==> src/rtl/fir_error_monitor_if.sv <==
// Sample-pair stream and result bus between the FIR output side and the error monitor.
// The master drives the samples and start; the slave (the monitor) returns status and results.
interface fir_error_monitor_if #(
  parameter int W     = 16,
  parameter int ACC_W = 32
);
  logic             start;
  logic             valid;
  logic [W-1:0]     approx_in;
  logic [W-1:0]     exact_in;
  logic             busy;
  logic             done;
  logic [15:0]      err_count;
  logic [ACC_W-1:0] err_sum;
  logic [W-1:0]     err_max;
  logic [15:0]      sample_cnt;

  modport master (
    output start, valid, approx_in, exact_in,
    input  busy, done, err_count, err_sum, err_max, sample_cnt
  );

  modport slave (
    input  start, valid, approx_in, exact_in,
    output busy, done, err_count, err_sum, err_max, sample_cnt
  );
endinterface

==> src/rtl/fir_error_monitor.sv <==
// Compares approximate and exact FIR outputs over a fixed window of accepted pairs and
// reports the mismatch count, saturating sum of absolute errors and maximum absolute error.
module fir_error_monitor #(
  parameter int N_SAMPLES = 256,
  parameter int W         = 16,
  parameter int ACC_W     = 32
) (
  input logic                 clk,
  input logic                 rst,
  fir_error_monitor_if.slave  bus
);

  localparam logic [1:0] IDLE  = 2'd0;
  localparam logic [1:0] RUN   = 2'd1;
  localparam logic [1:0] DRAIN = 2'd2;
  localparam logic [1:0] DONE  = 2'd3;

  localparam logic [15:0] LAST_IDX = 16'(N_SAMPLES - 1);

  logic [1:0]       state;
  logic [15:0]      sample_cnt;
  logic             s1_valid;
  logic             s1_neq;
  logic [W-1:0]     s1_diff;
  logic [15:0]      err_count;
  logic [ACC_W-1:0] err_sum;
  logic [W-1:0]     err_max;
  logic             done_q;

  logic             launch;
  logic             accept;
  logic             last_accept;
  logic [W-1:0]     diff;
  logic [ACC_W:0]   sum_wide;

  assign launch      = bus.start && ((state == IDLE) || (state == DONE));
  assign accept      = (state == RUN) && bus.valid;
  assign last_accept = accept && (sample_cnt == LAST_IDX);

  // The larger operand is always the minuend, so the W-bit difference is exact.
  always_comb begin
    if (bus.approx_in >= bus.exact_in) diff = bus.approx_in - bus.exact_in;
    else                               diff = bus.exact_in - bus.approx_in;
  end

  assign sum_wide = {1'b0, err_sum} + {{(ACC_W + 1 - W){1'b0}}, s1_diff};

  always_ff @(posedge clk or posedge rst) begin
    if (rst) begin
      state      <= IDLE;
      sample_cnt <= '0;
      done_q     <= 1'b0;
    end else begin
      done_q <= (state == DRAIN);
      case (state)
        IDLE, DONE: begin
          if (launch) begin
            state      <= RUN;
            sample_cnt <= '0;
          end
        end
        RUN: begin
          if (accept) sample_cnt <= sample_cnt + 16'd1;
          if (last_accept) state <= DRAIN;
        end
        default: state <= DONE;
      endcase
    end
  end

  // Stage 1: register the per-pair error; the flag is dropped on launch so no stale pair survives.
  always_ff @(posedge clk or posedge rst) begin
    if (rst) begin
      s1_valid <= 1'b0;
      s1_neq   <= 1'b0;
      s1_diff  <= '0;
    end else begin
      s1_valid <= accept && !launch;
      if (accept) begin
        s1_neq  <= (bus.approx_in != bus.exact_in);
        s1_diff <= diff;
      end
    end
  end

  // Stage 2: saturating accumulation of the window statistics.
  always_ff @(posedge clk or posedge rst) begin
    if (rst) begin
      err_count <= '0;
      err_sum   <= '0;
      err_max   <= '0;
    end else if (launch) begin
      err_count <= '0;
      err_sum   <= '0;
      err_max   <= '0;
    end else if (s1_valid) begin
      err_sum <= sum_wide[ACC_W] ? {ACC_W{1'b1}} : sum_wide[ACC_W-1:0];
      if (s1_neq && (err_count != 16'hFFFF)) err_count <= err_count + 16'd1;
      if (s1_diff > err_max) err_max <= s1_diff;
    end
  end

  assign bus.busy       = (state == RUN) || (state == DRAIN);
  assign bus.done       = done_q;
  assign bus.sample_cnt = sample_cnt;
  assign bus.err_count  = err_count;
  assign bus.err_sum    = err_sum;
  assign bus.err_max    = err_max;

endmodule
==> src/flat_wrapper.sv <==
// flat-port wrapper written by rule: the top's interface ports become plain ports
module fir_error_monitor_flat 
#(
  parameter int N_SAMPLES = 256,
  parameter int W         = 16,
  parameter int ACC_W     = 32
)
  (clk, rst, bus_start, bus_valid, bus_approx_in, bus_exact_in, bus_busy, bus_done, bus_err_count, bus_err_sum, bus_err_max, bus_sample_cnt);
  fir_error_monitor_if #(.W(W), .ACC_W(ACC_W)) bus_i ();
  input logic clk;
  input logic rst;
  input wire logic [$bits(bus_i.start)-1:0] bus_start;
  input wire logic [$bits(bus_i.valid)-1:0] bus_valid;
  input wire logic [$bits(bus_i.approx_in)-1:0] bus_approx_in;
  input wire logic [$bits(bus_i.exact_in)-1:0] bus_exact_in;
  output wire logic [$bits(bus_i.busy)-1:0] bus_busy;
  output wire logic [$bits(bus_i.done)-1:0] bus_done;
  output wire logic [$bits(bus_i.err_count)-1:0] bus_err_count;
  output wire logic [$bits(bus_i.err_sum)-1:0] bus_err_sum;
  output wire logic [$bits(bus_i.err_max)-1:0] bus_err_max;
  output wire logic [$bits(bus_i.sample_cnt)-1:0] bus_sample_cnt;
  assign bus_i.start = bus_start;
  assign bus_i.valid = bus_valid;
  assign bus_i.approx_in = bus_approx_in;
  assign bus_i.exact_in = bus_exact_in;
  assign bus_busy = bus_i.busy;
  assign bus_done = bus_i.done;
  assign bus_err_count = bus_i.err_count;
  assign bus_err_sum = bus_i.err_sum;
  assign bus_err_max = bus_i.err_max;
  assign bus_sample_cnt = bus_i.sample_cnt;
  fir_error_monitor #(.N_SAMPLES(N_SAMPLES), .W(W), .ACC_W(ACC_W)) u_core (.clk(clk), .rst(rst), .bus(bus_i));
endmodule
==> config.mk <==
export PLATFORM = sky130hd
export DESIGN_NAME = fir_error_monitor_flat
export DESIGN_NICKNAME = d
export VERILOG_FILES = /design/src/rtl/fir_error_monitor_if.sv /design/src/rtl/fir_error_monitor.sv /design/src/flat_wrapper.sv
export SDC_FILE = /design/constraint.sdc
export NUM_CORES = 1
export LEC_CHECK = 0
export CAP_MARGIN = 25
export CELL_PAD_IN_SITES_DETAIL_PLACEMENT = 0
export CELL_PAD_IN_SITES_GLOBAL_PLACEMENT = 1
export CORE_ASPECT_RATIO = 0.9
export CORE_MARGIN = 2
export CORE_UTILIZATION = 41
export DETAILED_ROUTE_END_ITERATION = 16
export GPL_ROUTABILITY_DRIVEN = 0
export GPL_TIMING_DRIVEN = 1
export PLACE_DENSITY_LB_ADDON = 0.1
export SYNTH_ARGS = -nofsm -noshare
export SYNTH_HDL_FRONTEND = slang
export SYNTH_SLANG_ARGS = --single-unit
==> constraint.sdc <==
create_clock -name clk -period 3.8 [get_ports clk]
set_input_delay 0.76 -clock clk [delete_from_list [all_inputs] [get_ports clk]]
set_output_delay 0.76 -clock clk [all_outputs]
set_load 0.005 [all_outputs]
Yosys cells after proc, flatten, opt, wreduce, memory -nomap -nowiden --
Index checks and enable logic that the tools add are counted.
Storage, ports and cells: bits in registers 101, input bits 36, output and inout bits 82, word-level logic and storage cells 59
Cells by class: $add $sub $neg 5, order comparisons 2, equality and inequality tests 9, multiplexer cells 16, reduce and logical (&&, ||, !) cells 18
Operator list (count):
- two-way mux 16 bit | 9
- two-way mux 32 bit | 3
- adder 32 x 16 -> 33 bit | 1
- adder 16 x 1 -> 16 bit (second input constant) | 2
- one-hot mux 16 bit (2 select lines) | 1
- subtractor 16 bit | 2
- equality test 16 x 8 -> 1 bit (second input constant) | 1
- >= comparator 16 bit | 1
- greater-than comparator 16 bit | 1
- inequality test 16 bit | 1
- inequality test 16 bit (second input constant) | 1
- nonzero test 2 bit | 4
- inequality test 2 x 1 -> 1 bit (second input constant) | 3
- AND reduction 2 bit | 3
- logical AND 1 bit | 5
- equality test 2 bit (second input constant) | 2
- two-way mux 2 bit | 2
- one-hot mux 2 bit (2 select lines) | 1
- AND reduction 3 bit | 1
- equality test 2 x 1 -> 1 bit (second input constant) | 1
- zero test 2 bit | 1
- logical OR 1 bit | 2
- OR reduction 2 bit | 1
- zero test 1 bit | 1

Longest topological paths before layout --
Gate-level depths: netlist of the first run.
depth after elaboration 5, gate-level depth with buffers 12

Least setup slack after synthesis of the first run --
OpenSTA, ideal clock, no wires.
kind input port to flip-flop, from input bus_exact_in[9], to register u_core.s1_diff[3], library setup time 0.130 ns, arrival 2.771 ns, data required time 3.670 ns, slack 0.899 ns, stages on the path 11, cells stage by stage inv_1 ha_1 a21oi_2 o21ai_1 a221o_1 a211oi_4 buf_6 mux2i_1 o211ai_1 xnor2_1 o21ai_1
On the way: cells in the longest elaborated chain, start to end 2
RTL lines:
- start: declaration | RTL line flat_wrapper.sv:15 | input wire logic [$bits(bus_i.exact_in)-1:0] bus_exact_in;
- >= comparator 16 bit | RTL line fir_error_monitor.sv:42 | if (bus.approx_in >= bus.exact_in) diff = bus.approx_in - bus.exact_in;
- two-way mux 16 bit | RTL line fir_error_monitor.sv:42
- end signal: assignment | RTL line fir_error_monitor.sv:81 | s1_diff <= diff;
- end: declaration | RTL line fir_error_monitor.sv:24 | logic [W-1:0] s1_diff;
Every way passes these cells. A chain may end at the register's enable or synchronous reset.

Worst setup path in the final report of the first run --
from input bus_approx_in[0], to register u_core.s1_diff[9]
On the way: cells in the longest elaborated chain, start to end 2, elaborated cells on any way between the ends 4, those cells by class add/sub (2); order compare (1); mux (1)
RTL lines:
- start: declaration | RTL line flat_wrapper.sv:14 | input wire logic [$bits(bus_i.approx_in)-1:0] bus_approx_in;
- subtractor 16 bit (tied with other cells) | RTL line fir_error_monitor.sv:43 | else diff = bus.exact_in - bus.approx_in;
- two-way mux 16 bit (*) | RTL line fir_error_monitor.sv:42
Mark *: on every way between the ends. The rest lies on a longest branch, timed or not.

==> out/metrics.yaml, run 1 <==
skew_ns: 0.0116
startpoint_type: "input port"
min_period_ns: 3.29
first_iter_violations: 294
tightest_slew_ns: 0.926
slew_headroom: 0.380
post_cts_resized: 0
grt_antenna_before_repair: 0
cp-end-kind: "flip-flop"
power_density_nw_per_um2: 563
cts_sinks: 101
numCtsBuffers: 9
final-max-slew-violation-count: 0
drt_first_pass_iters: 5
dieWidth_microns: 144
io_buffers: 117
die_height_microns: 130
clk_latency_ns: 0.35
postRouteAntennaNets: 0
rows: 46
antenna_cells: 0
fin_setup_tns_ns: 0
finalHoldViolCount: 0
ys_warn_count: 0
cts_hold_buffers: 0
start_util: 0.416
arrival_ns: 3.49
crit_fanout: 16
fmax_ghz: 0.304
outcome: "finished, final reports clean"
yosysUniqueCellTypes: 73
ir_worst_vdd_mv: 0.364
route.detailed.drc: 0
grt_pass1_vias: 5793
grt_start_max_net_pins: 76
synth_edf_count: 0
leakage_nw: 4.05
yosysSeqAreaShare: 0.347
drt-total-wl_microns: 17700
rsz0062_at_grt: "no"
fin_nets: 1037
required_ns: 4.00
wl_per_cell_microns: 15.1
syn_area_sq_um: 7280
ioPinCount: 118
ys_seq_elements: 101
cts_max_path_buffers: 2
maxCapViolations: 0
cts_tree: "done"
drive_gt1_frac: 0.0675
grt.overflow.total: 0
hp-class: "flip-flop to flip-flop"
critical_path_class: "input port to flip-flop"
synth_ff_type: "dfrtp_1"
dp_hpwl_microns: 13500
syn_inst: 819
syn_to_final_growth_pct: 23.8
htreeDepth: 3
grt_first_pass_wirelength_microns: 28700
grt_usage: 0.189
dieArea_sq_um: 18800
core_area_sq_um: 17500
final-setup-viol-count: 0
postCtsSetupBuffers: 0
whs_ns: 0.522
synthArstFlopShare: 1.00
fillers: 1693
syn_area_per_cell_sq_um: 8.89
clkTransAtPathRegs_ns: 0.07
vias: 6227
period_share: 0.865
cts-root-buf: "clkbuf_16"
syn-num-nets: 927
vias_per_cell: 5.30
-- worst max-delay path, cell delays in order --
cell and delay (ns):
clkdlybuf4s50_1 0.48, inv_1 0.05, ha_1 0.19, fa_1 0.39
nor2b_1 0.16, o21ai_0 0.15, a31oi_1 0.37, a211oi_4 0.14
buf_12 0.18, mux2i_1 0.13, a221oi_2 0.24, xor2_1 0.17
o21ai_1 0.07
-- final timing paths --
| check | from | slack, ns | cells past startpoint | endpoint |
|---|---|---|---|---|
| worst max-delay path | bus_approx_in[0] | 0.51 | 13 | u_core.s1_diff[9]$_DFFE_PP0P_ |
| worst min-delay path | u_core.bus.err_sum[18]$_DFFE_PP0P_ | 0.52 | 1 | u_core.bus.err_sum[18]$_DFFE_PP0P_ |
| worst max register to register | u_core.s1_diff[0]$_DFFE_PP0P_ | 0.73 | 10 | u_core.bus.err_sum[17]$_DFFE_PP0P_ |
| worst min register to register | u_core.bus.err_sum[18]$_DFFE_PP0P_ | 0.52 | 1 | u_core.bus.err_sum[18]$_DFFE_PP0P_ |
| max in group asynchronous | rst | 2.33 | 3 | u_core.bus.err_max[1]$_DFFE_PP0P_ |
| min in group asynchronous | rst | 0.74 | 2 | u_core.bus.err_count[6]$_DFFE_PP0P_ |
-- stage by stage --
step	std cells	total power, mW	setup slack [ns]	util	cell area [sq um]
final	1174	5.07	0.513	0.515	9010
after global routing	1174	5.51	0.275	0.515	9010
after CTS	1174	5.13	0.520	0.515	9010
after detailed placement	1158	4.19	0.152	0.498	8710
after global placement	1158	4.14	0.213	0.498	8710
after floorplan	819	3.34	0.393	-	7280
-- power breakdown --
part	internal, mW	switching, mW
registers	1.33	0.284
clock network	0.473	0.434
logic	1.18	1.37
total	2.98	2.09
-- registers in the layout, indices dropped and copies added (netlist names) --
name and count:
u_core.bus.err_sum 32, u_core.s1_neq 1, u_core.s1_valid 1, u_core.s1_diff 16, u_core.state 2, u_core.bus.err_max 16, u_core.bus.done 1, u_core.bus.sample_cnt 16
u_core.bus.err_count 16
-- cell usage in the layout (no fill, tap or decap), types with 5 or more instances in the layout --
cell	instances
a31oi_1	26
a21o_1	19
and3_1	15
ha_1	69
inv_1	61
nand4_1	14
clkbuf_16	9
and2_1	5
o21ai_1	9
nand2_1	60
xnor2_1	23
nor2_1	79
a211oi_1	8
o21ai_0	54
xor2_1	30
nor2b_1	15
dfrtp_1	101
a21oi_1	50
o31ai_1	5
or2_2	6
or3_1	6
mux2i_1	27
nand3_1	17
clkdlybuf4s50_1	117
buf_4	13
o21a_1	5
o211ai_1	6
and4_1	6
nor3_1	12
-- cell usage after synthesis (4+ instances only) --
cell type,count,area [sq um]
xnor2_1,23,201
and3_1,15,93.8
o31ai_1,5,37.5
nand2_1,60,225
ha_1,69,863
nand3_1,17,85.1
mux2i_1,27,270
o21a_1,5,37.5
a211oi_1,8,60.1
xor2_1,30,263
nor2_1,79,297
a21o_1,19,143
and2_1,5,31.3
and4_1,6,52.6
a21oi_1,50,250
or3_1,6,37.5
clkbuf_1,20,75.1
nand4_1,14,87.6
o21ai_0,54,270
buf_2,6,30.0
nor2b_1,15,93.8
o211ai_1,6,45.0
nor3_1,12,60.1
dfrtp_1,101,2530
inv_1,62,233
buf_4,4,30.0
a31oi_1,26,163
or2_2,6,37.5
o21ai_1,9,45.0
-- area by class of cell --
class / count / area, sq um / area share
sequential: 101 / 2530 / 0.281
clock inverter: 6 / 52.6 / 0.00583
timing repair buffer: 132 / 1310 / 0.145
clock buffer: 10 / 239 / 0.0265
multi-input combinational: 623 / 4340 / 0.482
tap: 240 / 300 / 0.0333
inverter: 62 / 235 / 0.0261
-- cells by family after synthesis --
family | share of synthesized area
AOI/OAI and AO/OA | 0.197
xor gates and xnor gates | 0.0638
adders and majority gates | 0.127
buffers and inverters | 0.0559
DFF | 0.347
muxes | 0.0387
and+or+nand+nor | 0.170
-- per-layer routing --
layer | routed length (microns) | vias up | share of wire | GRT usage
met5 | 0 | - | 0 | 0
met4 | 138 | 0 | 0.0078 | 0.0377
met3 | 702 | 10 | 0.040 | 0.0321
met2 | 8300 | 115 | 0.47 | 0.313
met1 | 8570 | 2991 | 0.48 | 0.264
li1 | - | 3111 | - | -
Note: power is estimated with default switching activity, not from simulation.
==> run 2, diff against run 1 <==
--- a/config.mk
+++ b/config.mk
@@ -14,6 +14,8 @@
 export DETAILED_ROUTE_END_ITERATION = 16
 export GPL_ROUTABILITY_DRIVEN = 0
 export GPL_TIMING_DRIVEN = 1
+export HOLD_SLACK_MARGIN = 0.05
+export MAX_ROUTING_LAYER = met4
 export PLACE_DENSITY_LB_ADDON = 0.1
 export SYNTH_ARGS = -nofsm -noshare
 export SYNTH_HDL_FRONTEND = slang
==> constraint.sdc (replaced) <==
create_clock -name clk -period 3.8 [get_ports clk]
set_input_delay 0.76 -clock clk [delete_from_list [all_inputs] [get_ports clk]]
set_output_delay 0.76 -clock clk [all_outputs]
set_load 0.05 [all_outputs]
==> run 2 against run 1 <==
Net effect:
- sequential power about the same
- fmax increased by 0.21%
- register-to-register slack about the same
- flip-flop and latch count unchanged
- first-iteration DRC count decreased by 5.1%
- non-clock buffer count unchanged
- highest routed layer unchanged
==> out/metrics.yaml, run 2 (same netlist as run 1, synthesis figures left out) <==
dp_slack_ns: 0.152  # unchanged
vias: 6213  # -0.22%
cts_max_path_buffers: 2  # unchanged
holdPathEnd: "u_core.bus.err_sum[18]$_DFFE_PP0P_"
ioPinCount: 118  # unchanged
rows: 46  # unchanged
clkTransAtPathRegs_ns: 0.07  # about the same
leakage_nw: 4.05  # unchanged
startpoint_type: "input port"
ff2ff_setup_slack_ns: 0.72  # about the same
dp_hpwl_microns: 13500  # unchanged
syn_to_final_growth_pct: 23.8  # unchanged
dieWidth_microns: 144  # unchanged
r2r-end: "u_core.bus.err_sum[21]$_DFFE_PP0P_"
mostFrequentLayoutCell: "clkdlybuf4s50_1"
grt_pass1_vias: 5789  # -0.069%
finalHoldViolCount: 0  # unchanged
period_share: 0.863  # -0.00185
fin_nets: 1037  # unchanged
final-max-slew-violation-count: 0  # unchanged
cts_sinks: 101  # unchanged
grt_first_pass_wirelength_microns: 28700  # +0.12%
antenna_cells: 0  # unchanged
cp-end-kind: "flip-flop"
htreeDepth: 3  # unchanged
final.setup.worst_slack_ns: 0.520  # +0.00704 ns
numCtsBuffers: 9  # unchanged
hp-class: "flip-flop to flip-flop"
hold_start: "u_core.bus.err_sum[18]$_DFFE_PP0P_"
critical_path_class: "input port to flip-flop"
fin_setup_tns_ns: 0  # unchanged
rsz0062_at_grt: "no"
worst-r2r-cell-count: 11  # +1
post_cts_resized: 0  # unchanged
drive_gt1_frac: 0.0675  # unchanged
whs_path_depth: 1  # unchanged
required_ns: 4.00  # about the same
core_area_sq_um: 17500  # unchanged
postCtsSetupBuffers: 0  # unchanged
drt-total-wl_microns: 17700  # -0.15%
arrival_ns: 3.48  # about the same
wl_per_cell_microns: 15.1  # -0.15%
cts_hold_buffers: 0  # unchanged
largest-register: "u_core.bus.err_sum"
dieArea_sq_um: 18800  # unchanged
crit_fanout: 16  # unchanged
vias_per_cell: 5.29  # -0.22%
cts-root-buf: "clkbuf_16"
first_iter_violations: 279  # -5.1%
cts_tree: "done"
grt.overflow.total: 0  # unchanged
outcome: "finished, final reports clean"
die_height_microns: 130  # unchanged
final_cell_mix: "117 x clkdlybuf4s50_1, 101 x dfrtp_1, 79 x nor2_1"
largest_reg_flops: 32  # unchanged
maxCapViolations: 0  # unchanged
power_density_nw_per_um2: 627  # +11%
tightest_slew_ns: 0.921  # -0.00484 ns
final-setup-viol-count: 0  # unchanged
clk_latency_ns: 0.36  # about the same
ir_worst_vdd_mv: 0.565  # +55%
route.detailed.drc: 0  # unchanged
fmax_ghz: 0.305  # +0.21%
io_buffers: 117  # unchanged
rr_startpoint: "u_core.s1_diff[0]$_DFFE_PP0P_"
start_util: 0.416  # unchanged
postRouteAntennaNets: 0  # unchanged
skew_ns: 0.0131  # +0.00151 ns
grt_start_max_net_pins: 76  # unchanged
grt_antenna_before_repair: 0  # unchanged
grt_usage: 0.195  # +0.00610
drt_first_pass_iters: 5  # unchanged
slew_headroom: 0.384  # +0.00324
min_period_ns: 3.28  # -0.00704 ns
## run 2: cell counts in the layout (fill, tap and decap cells not counted)
No cell type changed its count.
## run 2: worst max-delay path by stage
stage | endpoint | slack, ns | cells after the start | start
6_report | u_core.s1_diff[9]$_DFFE_PP0P_ | 0.52 | 13 | bus_approx_in[0]
4_1_cts | u_core.s1_diff[9]$_DFFE_PP0P_ | 0.52 | 13 | bus_approx_in[0]
3_5_place_dp | u_core.s1_diff[9]$_DFFE_PP0P_ | 0.15 | 13 | bus_approx_in[0]
2_1_floorplan | u_core.bus.done$_DFF_PP0_ | 0.39 | 1 | rst
5_1_grt | u_core.s1_diff[15]$_DFFE_PP0P_ | 0.28 | 13 | bus_approx_in[0]
3_3_place_gp | u_core.s1_diff[9]$_DFFE_PP0P_ | 0.21 | 13 | bus_approx_in[0]
## run 2: critical path, stage by stage
cell,delay [ns]
clkdlybuf4s50_1,0.48
inv_1,0.05
ha_1,0.19
fa_1,0.38
nor2b_1,0.16
o21ai_0,0.15
a31oi_1,0.37
a211oi_4,0.14
buf_12,0.18
mux2i_1,0.13
a221oi_2,0.24
xor2_1,0.17
o21ai_1,0.07
## run 2: layer usage
metal  GRT usage  routed length (microns)  share of wire  up-vias
met5           -                        0              0        -
met4      0.0394                      139         0.0079        0
met3      0.0302                      599          0.034        9
met2       0.312                     8260           0.47      107
met1       0.266                     8680           0.49     2987
li1            -                        -              -     3110
## run 2: area by class of cell
class                           count  area [sq um]
Clock inverter                      6          52.6
Sequential cell                   101          2530
Timing Repair Buffer              132          1310
Tap cell                          240           300
Fill cell                        1693          8490
Clock buffer                       10           239
Inverter                           62           235
Multi-Input combinational cell    623          4340
## run 2: stage by stage
stage                     instances  power [mW]  instance area (sq um)  hold WS [ns]   util
after floorplan                 819        3.90                   7280         0.496      -
after global placement         1158        4.71                   8710         0.502  0.498
after detailed placement       1158        4.76                   8710         0.515  0.498
after CTS                      1174        5.70                   9010         0.521  0.515
after global routing           1174        6.08                   9010         0.554  0.515
final                          1174        5.65                   9010         0.519  0.515
## run 2: power by group
part	switching, mW	total, mW	internal, mW
combinational	1.94	3.12	1.18
sequential	0.285	1.61	1.33
clock	0.438	0.911	0.473
total	2.67	5.65	2.98
